--- src/rtl/branch_resolve.sv ---
// Resolves in-flight branch predictions in order, flags mispredicts and flushes the wrong path.
// Results and confidence update one cycle after resolution; pred_ready = !full, with no dependence on res_valid.
module branch_resolve #(
    parameter int DEPTH = 4,
    parameter int CNT_W = 16
) (
    input  logic                     clk,
    input  logic                     rst,
    input  logic                     pred_valid,
    input  logic                     predicted_branch,
    output logic                     pred_ready,
    input  logic                     res_valid,
    input  logic                     actual_taken,
    output logic [1:0]               branch_condition,
    output logic                     mispredict,
    output logic [$clog2(DEPTH):0]   inflight,
    output logic [CNT_W-1:0]         branch_count,
    output logic [CNT_W-1:0]         mispredict_count,
    output logic                     res_error
);

    localparam int PW = $clog2(DEPTH);
    localparam int OW = PW + 1;
    localparam logic [OW-1:0] FULL = OW'(DEPTH);

    logic [DEPTH-1:0] entries;
    logic [PW-1:0]    wr_ptr;
    logic [PW-1:0]    rd_ptr;
    logic [OW-1:0]    occ;
    logic [OW-1:0]    occ_next;
    logic             empty;
    logic             push;
    logic             pop;
    logic             miss;
    logic             keep_push;

    assign empty      = (occ == '0);
    assign pred_ready = (occ != FULL);
    assign push       = pred_valid & pred_ready;
    assign pop        = res_valid & ~empty;
    assign miss       = pop & (entries[rd_ptr] ^ actual_taken);
    // A prediction arriving alongside a mispredict is on the wrong path.
    assign keep_push  = push & ~miss;
    assign inflight   = occ;

    always_comb begin
        occ_next = occ;
        if (miss) begin
            occ_next = '0;
        end else if (keep_push && !pop) begin
            occ_next = occ + OW'(1);
        end else if (pop && !keep_push) begin
            occ_next = occ - OW'(1);
        end
    end

    always_ff @(posedge clk) begin
        if (rst) begin
            entries          <= '0;
            wr_ptr           <= '0;
            rd_ptr           <= '0;
            occ              <= '0;
            branch_condition <= 2'b01;
            mispredict       <= 1'b0;
            branch_count     <= '0;
            mispredict_count <= '0;
            res_error        <= 1'b0;
        end else begin
            occ        <= occ_next;
            mispredict <= miss;

            if (keep_push) begin
                entries[wr_ptr] <= predicted_branch;
                wr_ptr          <= wr_ptr + PW'(1);
            end

            // Flush by collapsing the read pointer onto the write pointer.
            if (miss) begin
                rd_ptr <= wr_ptr;
            end else if (pop) begin
                rd_ptr <= rd_ptr + PW'(1);
            end

            if (pop) begin
                if (!(&branch_count)) begin
                    branch_count <= branch_count + CNT_W'(1);
                end
                if (miss && !(&mispredict_count)) begin
                    mispredict_count <= mispredict_count + CNT_W'(1);
                end
                if (actual_taken) begin
                    if (branch_condition != 2'b11) begin
                        branch_condition <= branch_condition + 2'd1;
                    end
                end else begin
                    if (branch_condition != 2'b00) begin
                        branch_condition <= branch_condition - 2'd1;
                    end
                end
            end

            if (res_valid && empty) begin
                res_error <= 1'b1;
            end
        end
    end

endmodule

--- config.mk ---
export PLATFORM = sky130hd
export DESIGN_NAME = branch_resolve
export DESIGN_NICKNAME = d
export VERILOG_FILES = /design/src/rtl/branch_resolve.sv
export SDC_FILE = /design/constraint.sdc
export NUM_CORES = 1
export LEC_CHECK = 0
export ABC_AREA = 1
export BUFFER_PORTS_ARGS = -buffer_cell sky130_fd_sc_hd__buf_4
export CAP_MARGIN = 20
export CELL_PAD_IN_SITES_DETAIL_PLACEMENT = 1
export CELL_PAD_IN_SITES_GLOBAL_PLACEMENT = 1
export CORE_UTILIZATION = 43
export CTS_CLUSTER_DIAMETER = 60
export DETAILED_ROUTE_END_ITERATION = 6
export GPL_ROUTABILITY_DRIVEN = 0
export GPL_TIMING_DRIVEN = 0
export PLACE_DENSITY_LB_ADDON = 0.1
export SLEW_MARGIN = 20
export SYNTH_ARGS = -nofsm -noshare
export SYNTH_HDL_FRONTEND = slang
export SYNTH_SLANG_ARGS = --single-unit
--- constraint.sdc ---
create_clock -name clk -period 4 [get_ports clk]
set_input_delay 0.4 -clock clk [delete_from_list [all_inputs] [get_ports clk]]
set_output_delay 0.4 -clock clk [all_outputs]
set_load 0.01 [all_outputs]
==> results of run 1 <==
==> critical path, delay by kind of cell, from the launching register on <==
kind                     cells  cell delay (ns)
XOR/XNOR                     1             0.16
buffers and inverters        2             0.13
adder cells (fa/ha/maj)      1             0.37
flip-flops                   1             0.48
AND/OR/NAND/NOR              7             0.83
==> cells in the mapped netlist, drive strengths merged <==
cell / count / area share, %
a211o: 1 / 0.33
a211oi: 1 / 0.48
a21oi: 30 / 6.9
and3: 1 / 0.24
buf: 6 / 2.3
clkbuf: 3 / 0.43
dfxtp: 47 / 36
fa: 1 / 0.76
ha: 6 / 2.9
inv: 43 / 6.3
nand2: 94 / 15
nand3: 30 / 6.1
nand3b: 2 / 0.72
nand4: 7 / 1.7
nor2: 39 / 6.3
nor3: 13 / 2.9
nor3b: 3 / 1.3
o21a: 2 / 0.57
o21ai: 18 / 4.0
o21bai: 1 / 0.29
or2: 1 / 0.24
xnor2: 2 / 0.67
xor2: 12 / 4.0
==> through the flow <==
| stage | area (um2) | utilization, % |
|---|---|---|
| final | 3170 | 53.8 |
| after global routing | 3170 | 53.8 |
| after CTS | 3170 | 53.8 |
| after detailed placement | 3050 | 51.8 |
| after global placement | 3050 | 51.8 |
| after floorplan | 2620 | - |
==> routing by layer <==
| layer | share of wire (%) | up-vias | global-route usage, % | wire [um] |
|---|---|---|---|---|
| met4 | 1.1 | 0 | 6.43 | 72 |
| li1 | - | 1273 | - | - |
| met3 | 2.1 | 6 | 2.73 | 141 |
| met5 | 0 | - | 0 | 0 |
| met1 | 46 | 1159 | 27.2 | 3120 |
| met2 | 50 | 30 | 39.8 | 3380 |
==> final cells by class <==
type / count / area (um2)
inverter: 43 / 164
buffer: 9 / 71.3
multi-input combinational: 264 / 1440
sequential: 47 / 941
clock buffer: 6 / 82.6
timing repair buffer: 45 / 338
fill: 777 / 2720
tap: 75 / 93.8
clock inverter: 2 / 35.0
==> flip-flops by register name, indices dropped and copies added, names as in the netlist <==
register and cells:
inflight 3, rd_ptr 2, mispredict_count 16, branch_condition 2
res_error 1, mispredict 1, branch_count 16, entries 4
wr_ptr 2
==> placed cells by master, fill, tap and decap left out, types with 3 or more instances in the layout <==
| cell | netlist | routed |
|---|---|---|
| o21ai_1 | 4 | 4 |
| buf_4 | 1 | 46 |
| nor3_1 | 11 | 11 |
| a21oi_1 | 22 | 22 |
| dfxtp_1 | 47 | 47 |
| nand2_2 | 5 | 5 |
| xor2_1 | 12 | 12 |
| nand3_1 | 28 | 28 |
| clkbuf_8 | 0 | 6 |
| a21oi_2 | 8 | 8 |
| inv_2 | 6 | 6 |
| ha_1 | 6 | 6 |
| nor2_1 | 36 | 36 |
| buf_6 | 3 | 3 |
| inv_1 | 36 | 36 |
| nand4_1 | 7 | 7 |
| nand2_1 | 87 | 87 |
| clkbuf_1 | 3 | 3 |
| o21ai_0 | 12 | 12 |
==> power by group <==
part / internal [W] / total (W) / switching (W)
clock: 0.000203 / 0.000371 / 0.000169
combinational: 0.000214 / 0.000549 / 0.000336
sequential: 0.000522 / 0.000581 / 0.0000584
==> cells by family after synthesis <==
logic type                 Yosys count
buffers and inverters               52
DFF                                 47
AOI/OAI and AO/OA                   53
xor gates and xnor gates            14
adders and majority gates            7
and+or+nand+nor                    190
==> worst paths after layout <==
kind / start / slack (ns) / endpoint / cells after the start
setup reg to reg: inflight[2] / 1.95 / inflight[2] / 11
hold reg to reg: entries[3] / 0.47 / entries[3] / 2
setup / recovery: inflight[2] / 1.95 / inflight[2] / 11
hold / removal: rst / 0.31 / mispredict / 2
==> results by group, run 1 <==
Yosys
  – Combinational family with the most area after synthesis: simple AND/OR/NAND/NOR gates
  – Post-Synth Adder-Cell Area: under 10%
  – Post-Synthesis Net Count: between 300 and 400
  – Simple-gate share of the synthesized area: 34.2%
  – Complex-gate fraction of the synthesized area: 12.6%
  – Synthesized area divided by synthesized cell count: slightly above 7 um2
  – Post-synthesis mux area share: 0%
  – Proportion of synthesized chip area in sequential cells: between 30 and 40%
  – Count of yosys warnings during synthesis: 0
  – Yosys cell types: 41
  – Synthesized-area fraction occupied by xor and xnor cells: between 4 and 5%
  – #FFs+latches synth: 47
  – Post-Synthesis Cell Area: approximately 0.0026 mm2
  – Synth Instances: between 300 and 400

Critical path
  – Worst setup SP type: register
  – Arr. time, crit path: 2.30 ns
  – Worst Path Required: about 4.3 ns
  – CP peak stage delay: between 0.4 and 0.5 ns
  – Classification of the worst setup path: reg2reg
  – Most frequent cell on the critical path: nand2_1
  – Category of the worst setup path capture point: register
  – Cell Chain, Critical Path: nand3_1 > nand2_1 > inv_1 > nand2_1 > inv_1 > fa_1 > xor2_1 > or2_2 > nand2_1 > nor2_1 > nor2_1
  – Standard cell with the maximum stage delay on the critical path: dfxtp_1
  – Largest fanout of any net on the critical path: 6

Detailed routing
  – Detailed-routing iteration count for the pre-antenna-repair pass: 4
  – DRT iter0 DRCs: ~80
  – DR DRC count: 0
  – DRT antenna net count: 0
  – Routed Wire Length: roughly 6700 um
  – Vias: between 2000 and 2500
  – Average wire per cell in the routed design: 13.7 um
  – Average via count per standard cell: 5.03

Timing
  – Max Clock Freq: 0.488 GHz
  – Hold WS: just over 0.3 ns
  – Endpoints failing setup: 0
  – Slew Limit Headroom: roughly 58%
  – Clock tree skew after final layout: slightly above 0.006 ns
  – Measured slew at the worst slew-check pin: approximately 0.63 ns
  – Post-layout min period: ~2.1 ns
  – Share of the cycle needed by the critical path after routing: 51.3%
  – Hold Vio Cnt, Final: 0
  – Number of pins exceeding their max-slew limit in the final report: 0
  – Setup repair after global routing missed its margin: no
  – Worst-case setup margin in the final layout: 1.95 ns
  – Total Negative Setup Slacks: 0 ns

Floorplan
  – Placeable core region: a little under 0.006 mm2
  – Y dimension of the die: between 80 and 90 um
  – Die extent in x: 80.1 um
  – Initial standard-cell utilization of the core: roughly 45%
  – Total I/O pin count: 46
  – Area of the die: about 0.0064 mm2
  – Number of placement rows: 28

Placement
  – Placement-stage worst setup slack: roughly 2.0 ns
  – HPWL Detailed: a little over 5000 um
  – DP Cell Count: 483
  – Port-buffer cells: 45

Pwr
  – Overall power after layout: about 0.0015 W
  – Leak pwr: 1.33 nW
  – Ratio of total power to cell area: between 400 and 500 mW/mm2
  – Worst voltage drop across the vdd grid: around 0.23 mV

Global routing
  – Maximum number of pins on one net before global-route repair: 15
  – Wire length of the first global-routing pass: roughly 11000 um
  – Overflow left after global routing: 0
  – Number of antenna violations at the first check in global routing: 0
  – Vias in the first global route: ~2300
  – Total routing resource utilization after global routing: 22.1%

Clock network
  – CTS tree: done
  – Clock input transition at the sequential cells of the worst setup and hold paths: about 0.090 ns
  – CTS buffer count: 5
  – # Post-CTS Setup Buffers: 0
  – Post-cts sizing count: 0
  – Clock net sink count: 47
  – H-tree depth: 2
  – Worst-Skew Late Latency: 0.30 ns
  – Clock tree buffer depth: 2
  – Clk Tree Root Cell: clkbuf_8
  – Quantity of hold-fixing buffers added after cts: 0

Run
  – Maximum Capacitance Violations: 0

Min path
  – Type of the most critical hold path: in2reg

Finish
  – Signed area change from the synthesized netlist to the final layout: 21.0%
  – # nets final: 428
  – Diodes inserted: 0
  – Fraction of final layout cells with drive strength greater than 1: between 20% and 30%
  – Final instance count without filler cells: between 400 and 500

Outcome
  – Run status: completed
Power figures use the tool's default switching activity.
==> run 2, diff against run 1 <==
--- a/config.mk
+++ b/config.mk
@@ -5,12 +5,12 @@
 export SDC_FILE = /design/constraint.sdc
 export NUM_CORES = 1
 export LEC_CHECK = 0
-export ABC_AREA = 1
+export ABC_AREA = 0
 export BUFFER_PORTS_ARGS = -buffer_cell sky130_fd_sc_hd__buf_4
 export CAP_MARGIN = 20
 export CELL_PAD_IN_SITES_DETAIL_PLACEMENT = 1
 export CELL_PAD_IN_SITES_GLOBAL_PLACEMENT = 1
-export CORE_UTILIZATION = 43
+export CORE_UTILIZATION = 41
 export CTS_CLUSTER_DIAMETER = 60
 export DETAILED_ROUTE_END_ITERATION = 6
 export GPL_ROUTABILITY_DRIVEN = 0
==> constraint.sdc (replaced) <==
create_clock -name clk -period 2.1 [get_ports clk]
set_input_delay 0.21 -clock clk [delete_from_list [all_inputs] [get_ports clk]]
set_output_delay 0.21 -clock clk [all_outputs]
set_load 0.01 [all_outputs]
==> run 2 against run 1 <==
Effect of this change:
- the run now ends with setup timing left
- worst hold slack got worse by 0.13 ns
- non-clock buffer count increased by 3
- maximum frequency decreased by 2.9%
- largest cell class unchanged
- clock skew decreased by 0.00077 ns
- register-to-register slack got worse by 2.0 ns
- sequential power increased by 94%
- core utilization increased by 0.89 points
- sequential cell count unchanged
- highest routed layer unchanged
- synthesized cell count decreased by 25%
- total power increased by 71%
- clock power increased by 48%
==> results by group, run 2 <==
Outcome
  – Run status: finished, violations left
  – Violations in the final reports: setup timing

Clock network
  – CTS buffer count: 5
  – H-tree depth: 2
  – Worst-Skew Late Latency: approximately 0.3 ns
  – Clk Tree Root Cell: clkbuf_8
  – CTS tree: done
  – Clock input transition at the sequential cells of the worst setup and hold paths: ~0.09 ns
  – Clock tree buffer depth: 2
  – Clock net sink count: between 40 and 50

Yosys
  – #FFs+latches synth: 47
  – Synth top area cells: dfxtp_1 40%, xor2_1 6.7%, nor2_1 5.4%
  – Cell with the most instances after synthesis: dfxtp_1
  – Fraction of registers with async set or reset after synthesis: 0%
  – Area share of the largest cell type after synthesis: 39.9%
  – Synth Instances: about 270
  – Top_reg_cell synth: dfxtp_1
  – Proportion of synthesized chip area in sequential cells: 39.9%
  – Post-Synthesis Net Count: 286
  – Count of yosys warnings during synthesis: 0
  – Largest area contributor in the synthesized netlist: dfxtp_1
  – Number of enable flip-flop cells after synthesis: 0
  – Yosys cell types: 46
  – Post-Synthesis Cell Area: around 0.0024 mm2
  – Ranking of synthesized cells by instance count: 47 x dfxtp_1, 34 x nor2_1, 21 x a21oi_1
  – Synthesized area divided by synthesized cell count: 8.64 um2

Pwr
  – Ratio of total power to cell area: roughly 840 mW/mm2
  – Leak pwr: about 1.2 nW
  – Worst voltage drop across the vdd grid: around 0.50 mV

Timing
  – Worst-case setup margin in the final layout: -0.0125 ns
  – Setup repair after global routing missed its margin: yes
  – Number of pins exceeding their max-slew limit in the final report: 0
  – Slew Limit Headroom: a little over half
  – Hold Vio Cnt, Final: 0
  – Max Clock Freq: approximately 0.47 GHz
  – Total Negative Setup Slacks: -0.0185 ns
  – Endpoints failing setup: 2
  – Share of the cycle needed by the critical path after routing: 101%
  – Clock tree skew after final layout: around 0.0053 ns
  – Measured slew at the worst slew-check pin: 0.715 ns
  – Post-layout min period: ~2.1 ns

Critical path
  – Category of the worst setup path capture point: register
  – Arr. time, crit path: roughly 2.3 ns
  – Worst setup SP type: register
  – Worst Path Required: around 2.3 ns
  – Classification of the worst setup path: reg2reg
  – Largest fanout of any net on the critical path: 6

Min path
  – Type of the most critical hold path: in2reg

Detailed routing
  – DRT antenna net count: 0
  – DRT iter0 DRCs: 80
  – Average via count per standard cell: 5.51
  – Average wire per cell in the routed design: 16.5 um
  – Detailed-routing iteration count for the pre-antenna-repair pass: 4
  – DR DRC count: 0
  – Routed Wire Length: approximately 6600 um
  – Vias: about 2200

Finish
  – Most frequent standard cell in the layout excluding fill and tap cells: buf_4
  – Area taken by multi-input logic gates: around 0.0015 mm2
  – Final instance count without filler cells: 401
  – Fraction of final layout cells with drive strength greater than 1: 23.7%
  – # nets final: around 340
  – Signed area change from the synthesized netlist to the final layout: 28.5%
  – Most used cells in the layout excluding fill and tap cells: 49 x buf_4, 45 x dfxtp_1, 34 x nor2_1
  – Area taken by flip-flops and latches: around 950 um2
  – Fillers: ~660
  – Post-route cell area: between 0.003 and 0.004 mm2
  – Registers with the most flip-flops: branch_count (16), mispredict_count (16), entries (4)
  – Diodes inserted: 0

Placement
  – HPWL Detailed: 4550 um
  – DP Cell Count: a little under 400
  – Port-buffer cells: 44
  – Post-Place Cell Area: between 0.002 and 0.003 mm2

Floorplan
  – Placeable core region: roughly 0.0055 mm2
  – Number of placement rows: 27
  – Area of the die: a little over 0.006 mm2
  – Total I/O pin count: between 40 and 50
  – Y dimension of the die: approximately 78 um
  – Initial standard-cell utilization of the core: about 43%
  – Die extent in x: between 70 and 80 um

Global routing
  – Number of antenna violations at the first check in global routing: 0
  – Overflow left after global routing: 0
  – Wire length of the first global-routing pass: 10700 um
  – Vias in the first global route: 2172
  – Total routing resource utilization after global routing: 22.3%
  – Maximum number of pins on one net before global-route repair: 14

Run
  – Maximum Capacitance Violations: 0
-- run 2: cell count changes in the layout (fill, tap and decap cells not counted), moves of 6 or more --
cell / previous run / this run
inv_1: 36 / 11
and3_1: 1 / 9
o21ai_0: 12 / 2
o21ai_1: 4 / 11
inv_2: 6 / 0
nand2_1: 87 / 13
xor2_1: 12 / 18
nand3_1: 28 / 11
-- run 2: area by class of cell --
type	count	area share (%)
Sequential cell	47	31.2
Buffer	9	1.28
Clock inverter	1	0.165
Timing Repair Buffer	48	11.9
Tap cell	72	2.97
Multi-Input combinational cell	206	48.6
Inverter	11	1.36
Clock buffer	7	2.52
-- run 2: kinds of logic (layout without fill, tap and decap cells) --
group	count (synthesis)	in the layout	synth area share, %
mux	5	5	2.70
flops	47	47	39.9
xor+xnor	27	27	10.7
buf+inv	20	76	3.18
compound gates	55	55	14.8
simple gates	112	112	24.8
fa+ha+maj	7	7	4.03
-- run 2: stage by stage --
stage                     total power (W)  util, %  worst slack [ns]  hold WS (ns)
final                             0.00256     54.7           -0.0125         0.176
after CTS                         0.00250     52.6           -0.0557         0.180
after detailed placement          0.00191     50.2            -0.227         0.474
after global routing              0.00270     54.7            -0.115         0.200
after global placement            0.00189     50.2            -0.153         0.463
after floorplan                   0.00163        -            0.0631         0.351
-- run 2: what timing repair did --
item,CTS,global route
pin swaps,4,2
buffers inserted,1,3
hold buffers,0,0
resized for setup,8,21
setup endpoints to repair,18,18
-- run 2: where the power goes --
| group | switching (W) | internal, W | total, W | leakage (nW) |
|---|---|---|---|---|
| Sequential | 0.000141 | 0.000992 | 0.00113 | 0.382 |
| Combinational | 0.000493 | 0.000387 | 0.000880 | 0.755 |
| Clock | 0.000313 | 0.000235 | 0.000548 | 0.0422 |
-- run 2: worst max-delay path, cell delays in order (launching register included) --
cell	delay [ns]
dfxtp_4	0.38
mux4_2	0.61
xor2_4	0.26
o211ai_2	0.20
or3_1	0.38
a21oi_1	0.20
-- run 2: final timing paths --
check,from,endpoint,slack [ns],cells after the start
worst max-delay path,rd_ptr[0],mispredict_count[5],-0.01,5
worst min-delay path,res_valid,res_error,0.18,3
worst max register to register,rd_ptr[0],mispredict_count[5],-0.01,5
worst min register to register,res_error,res_error,0.50,2
-- run 2: metal layers --
metal  share of wire (%)  global-route usage (%)  up-vias
met1                  47                    29.0     1074
met4                0.79                    6.42        0
li1                    -                       -     1094
met2                  50                    37.7       36
met3                 2.5                    3.76        6
met5                   0                       0        -
==> run 3, diff against run 2 <==
--- a/config.mk
+++ b/config.mk
@@ -15,7 +15,7 @@
 export DETAILED_ROUTE_END_ITERATION = 6
 export GPL_ROUTABILITY_DRIVEN = 0
 export GPL_TIMING_DRIVEN = 0
-export PLACE_DENSITY_LB_ADDON = 0.1
+export PLACE_DENSITY = 0.78
 export SLEW_MARGIN = 20
 export SYNTH_ARGS = -nofsm -noshare
 export SYNTH_HDL_FRONTEND = slang
==> run 3 against run 2 <==
Effect of this change:
- the run now ends clean
- via count is 3.5% higher
- die area stayed put
- routed wire length is 2.7% higher
- maximum frequency is 2.2% higher
- setup slack better by 0.046 ns
- cell count is 0.75% higher
- combinational power is 5.3% higher
- first-iteration DRC count is 33% higher
- global-route usage is 0.44 points higher
- worst hold slack better by 0.021 ns
- clock-buffer cell count is 1 lower
- largest cell class unchanged
- highest routed layer unchanged
==> results by group, run 3 (synthesized netlist as in run 2, its figures left out) <==
Outcome
  – Run status: completed

Pwr
  – Power dissipated by switching net loads: roughly 0.00097 W
  – Fraction of power consumed by the clock network: 27.8%
  – Overall power after layout: between 0.002 and 0.003 W
  – Worst voltage drop across the vdd grid: 0.512 mV
  – Sequential share of power: 39.8%
  – Switching power share of the total: between 30% and 40%
  – Leak pwr: 1.21 nW
  – Ratio of total power to cell area: roughly 930 mW/mm2
  – Cell internal power dissipation: between 0.0015 and 0.002 W
  – Comb power frac: around 32%

Clock network
  – Clock tree buffer depth: 2
  – H-tree depth: 2
  – Quantity of hold-fixing buffers added after cts: 0
  – Clk Tree Root Cell: clkbuf_8
  – Clock input transition at the sequential cells of the worst setup and hold paths: ~0.090 ns
  – CTS buffer count: 5
  – Worst-Skew Late Latency: 0.31 ns
  – Clock net sink count: 47
  – CTS tree: done

Floorplan
  – Placeable core region: ~0.0055 mm2
  – Total I/O pin count: 46
  – Initial standard-cell utilization of the core: a little over two fifths
  – Y dimension of the die: 77.9 um
  – Die extent in x: between 70 and 80 um
  – Number of placement rows: 27
  – Area of the die: slightly above 0.006 mm2

Timing
  – Max Clock Freq: 0.484 GHz
  – Hold Vio Cnt, Final: 0
  – Post-layout min period: 2.07 ns
  – Measured slew at the worst slew-check pin: around 0.76 ns
  – Slew Limit Headroom: about 50%
  – Number of pins exceeding their max-slew limit in the final report: 0
  – Endpoints failing setup: 0
  – Hold WS: 0.197 ns
  – Setup repair after global routing missed its margin: yes
  – Clock tree skew after final layout: 0.00673 ns
  – Share of the cycle needed by the critical path after routing: about 98%
  – Worst-case setup margin in the final layout: ~0.033 ns

Global routing
  – Met2 GRT Util: between 40% and 50%
  – Total routing resource utilization after global routing: 22.8%
  – Overflow left after global routing: 0
  – Maximum number of pins on one net before global-route repair: 15
  – Number of antenna violations at the first check in global routing: 0
  – GR Util met1: about 28%
  – Wire length of the first global-routing pass: ~11000 um
  – Vias in the first global route: 2267
  – Met3 usage in global routing: between 2 and 3%
  – Routing layer with the top usage in global route: met2

Detailed routing
  – Routed Wire Length: 6780 um
  – DR DRC count: 0
  – DRT iter0 DRCs: 106
  – Average via count per standard cell: about 5.7
  – DRT antenna net count: 0
  – Detailed-routing iteration count for the pre-antenna-repair pass: 4
  – Average wire per cell in the routed design: ~17 um
  – Vias: approximately 2300

Placement
  – DP Cell Count: 389
  – HPWL Detailed: approximately 4500 um
  – Port-buffer cells: 44
  – Placement-stage worst setup slack: -0.240 ns

Finish
  – Registers with the most flip-flops: branch_count (16), mispredict_count (16), entries (4)
  – Area taken by multi-input logic gates: ~0.0014 mm2
  – Fillers: 647
  – Signed area change from the synthesized netlist to the final layout: 30.3%
  – Most used cells in the layout excluding fill and tap cells: 52 x buf_4, 45 x dfxtp_1, 34 x nor2_1
  – Final instance count without filler cells: between 400 and 500
  – Most frequent standard cell in the layout excluding fill and tap cells: buf_4
  – Diodes inserted: 0
  – # nets final: around 340
  – Fraction of final layout cells with drive strength greater than 1: between 20% and 30%
  – Area taken by flip-flops and latches: around 950 um2

Critical path
  – Worst Path Required: 2.34 ns
  – Category of the worst setup path capture point: register
  – Arr. time, crit path: approximately 2.3 ns
  – Worst setup SP type: register
  – Classification of the worst setup path: reg2reg
  – Largest fanout of any net on the critical path: 6

Min path
  – Type of the most critical hold path: in2reg

Run
  – Maximum Capacitance Violations: 0
[run 3: final cells by class]
class                      instances  area share, %
inverter                          11           1.34
clock inverter                     2           1.95
multi-input combinational        206           47.0
tap                               72           2.93
buffer                             9           1.22
clock buffer                       6           2.36
timing repair buffer              51           12.4
sequential                        47           30.8
[run 3: power by group through the flow]
stage | Clock [W] | Sequential, W | Combinational (W)
floorplan | 0 | 0.00114 | 0.000496
global placement | 0 | 0.00113 | 0.000743
detailed placement | 0 | 0.00114 | 0.000779
CTS | 0.000802 | 0.00113 | 0.000837
global route | 0.000831 | 0.00115 | 0.00102
finish | 0.000794 | 0.00114 | 0.000927
[run 3: critical path, cell delays in order, from the launching register on]
cell and delay (ns):
dfxtp_4 0.37, mux4_2 0.62, xor2_4 0.25, buf_4 0.16, o211ai_4 0.10, or3_1 0.36, a21oi_1 0.14
[run 3: path summary, 6_finish.rpt]
| path | startpoint | endpoint | slack [ns] | cells past startpoint |
|---|---|---|---|---|
| hold reg to reg | entries[0] | entries[0] | 0.51 | 2 |
| setup / recovery | rd_ptr[0] | mispredict_count[3] | 0.03 | 6 |
| hold / removal | predicted_branch | entries[0] | 0.20 | 3 |
| setup reg to reg | rd_ptr[0] | mispredict_count[3] | 0.03 | 6 |
[run 3: metal layers]
metal,wire length (um),vias to the layer above
met4,66,0
met5,0,-
li1,-,1097
met1,3240,1141
met3,182,8
met2,3290,41
[run 3: stage by stage]
stage | area (um2) | TNS (ns) | utilization, %
floorplan | 2360 | 0 | -
global placement | 2780 | -1.02 | 50.2
detailed placement | 2780 | -1.73 | 50.2
CTS | 2980 | -0.00371 | 53.7
global route | 3080 | -0.0262 | 55.5
finish | 3080 | 0 | 55.5
[run 3: timing repair]
action | 4_1_cts | 5_1_grt
endpoints found under the setup margin | 18 | 14
setup buffers | 2 | 5
pin swaps | 2 | 8
resized for setup | 8 | 15
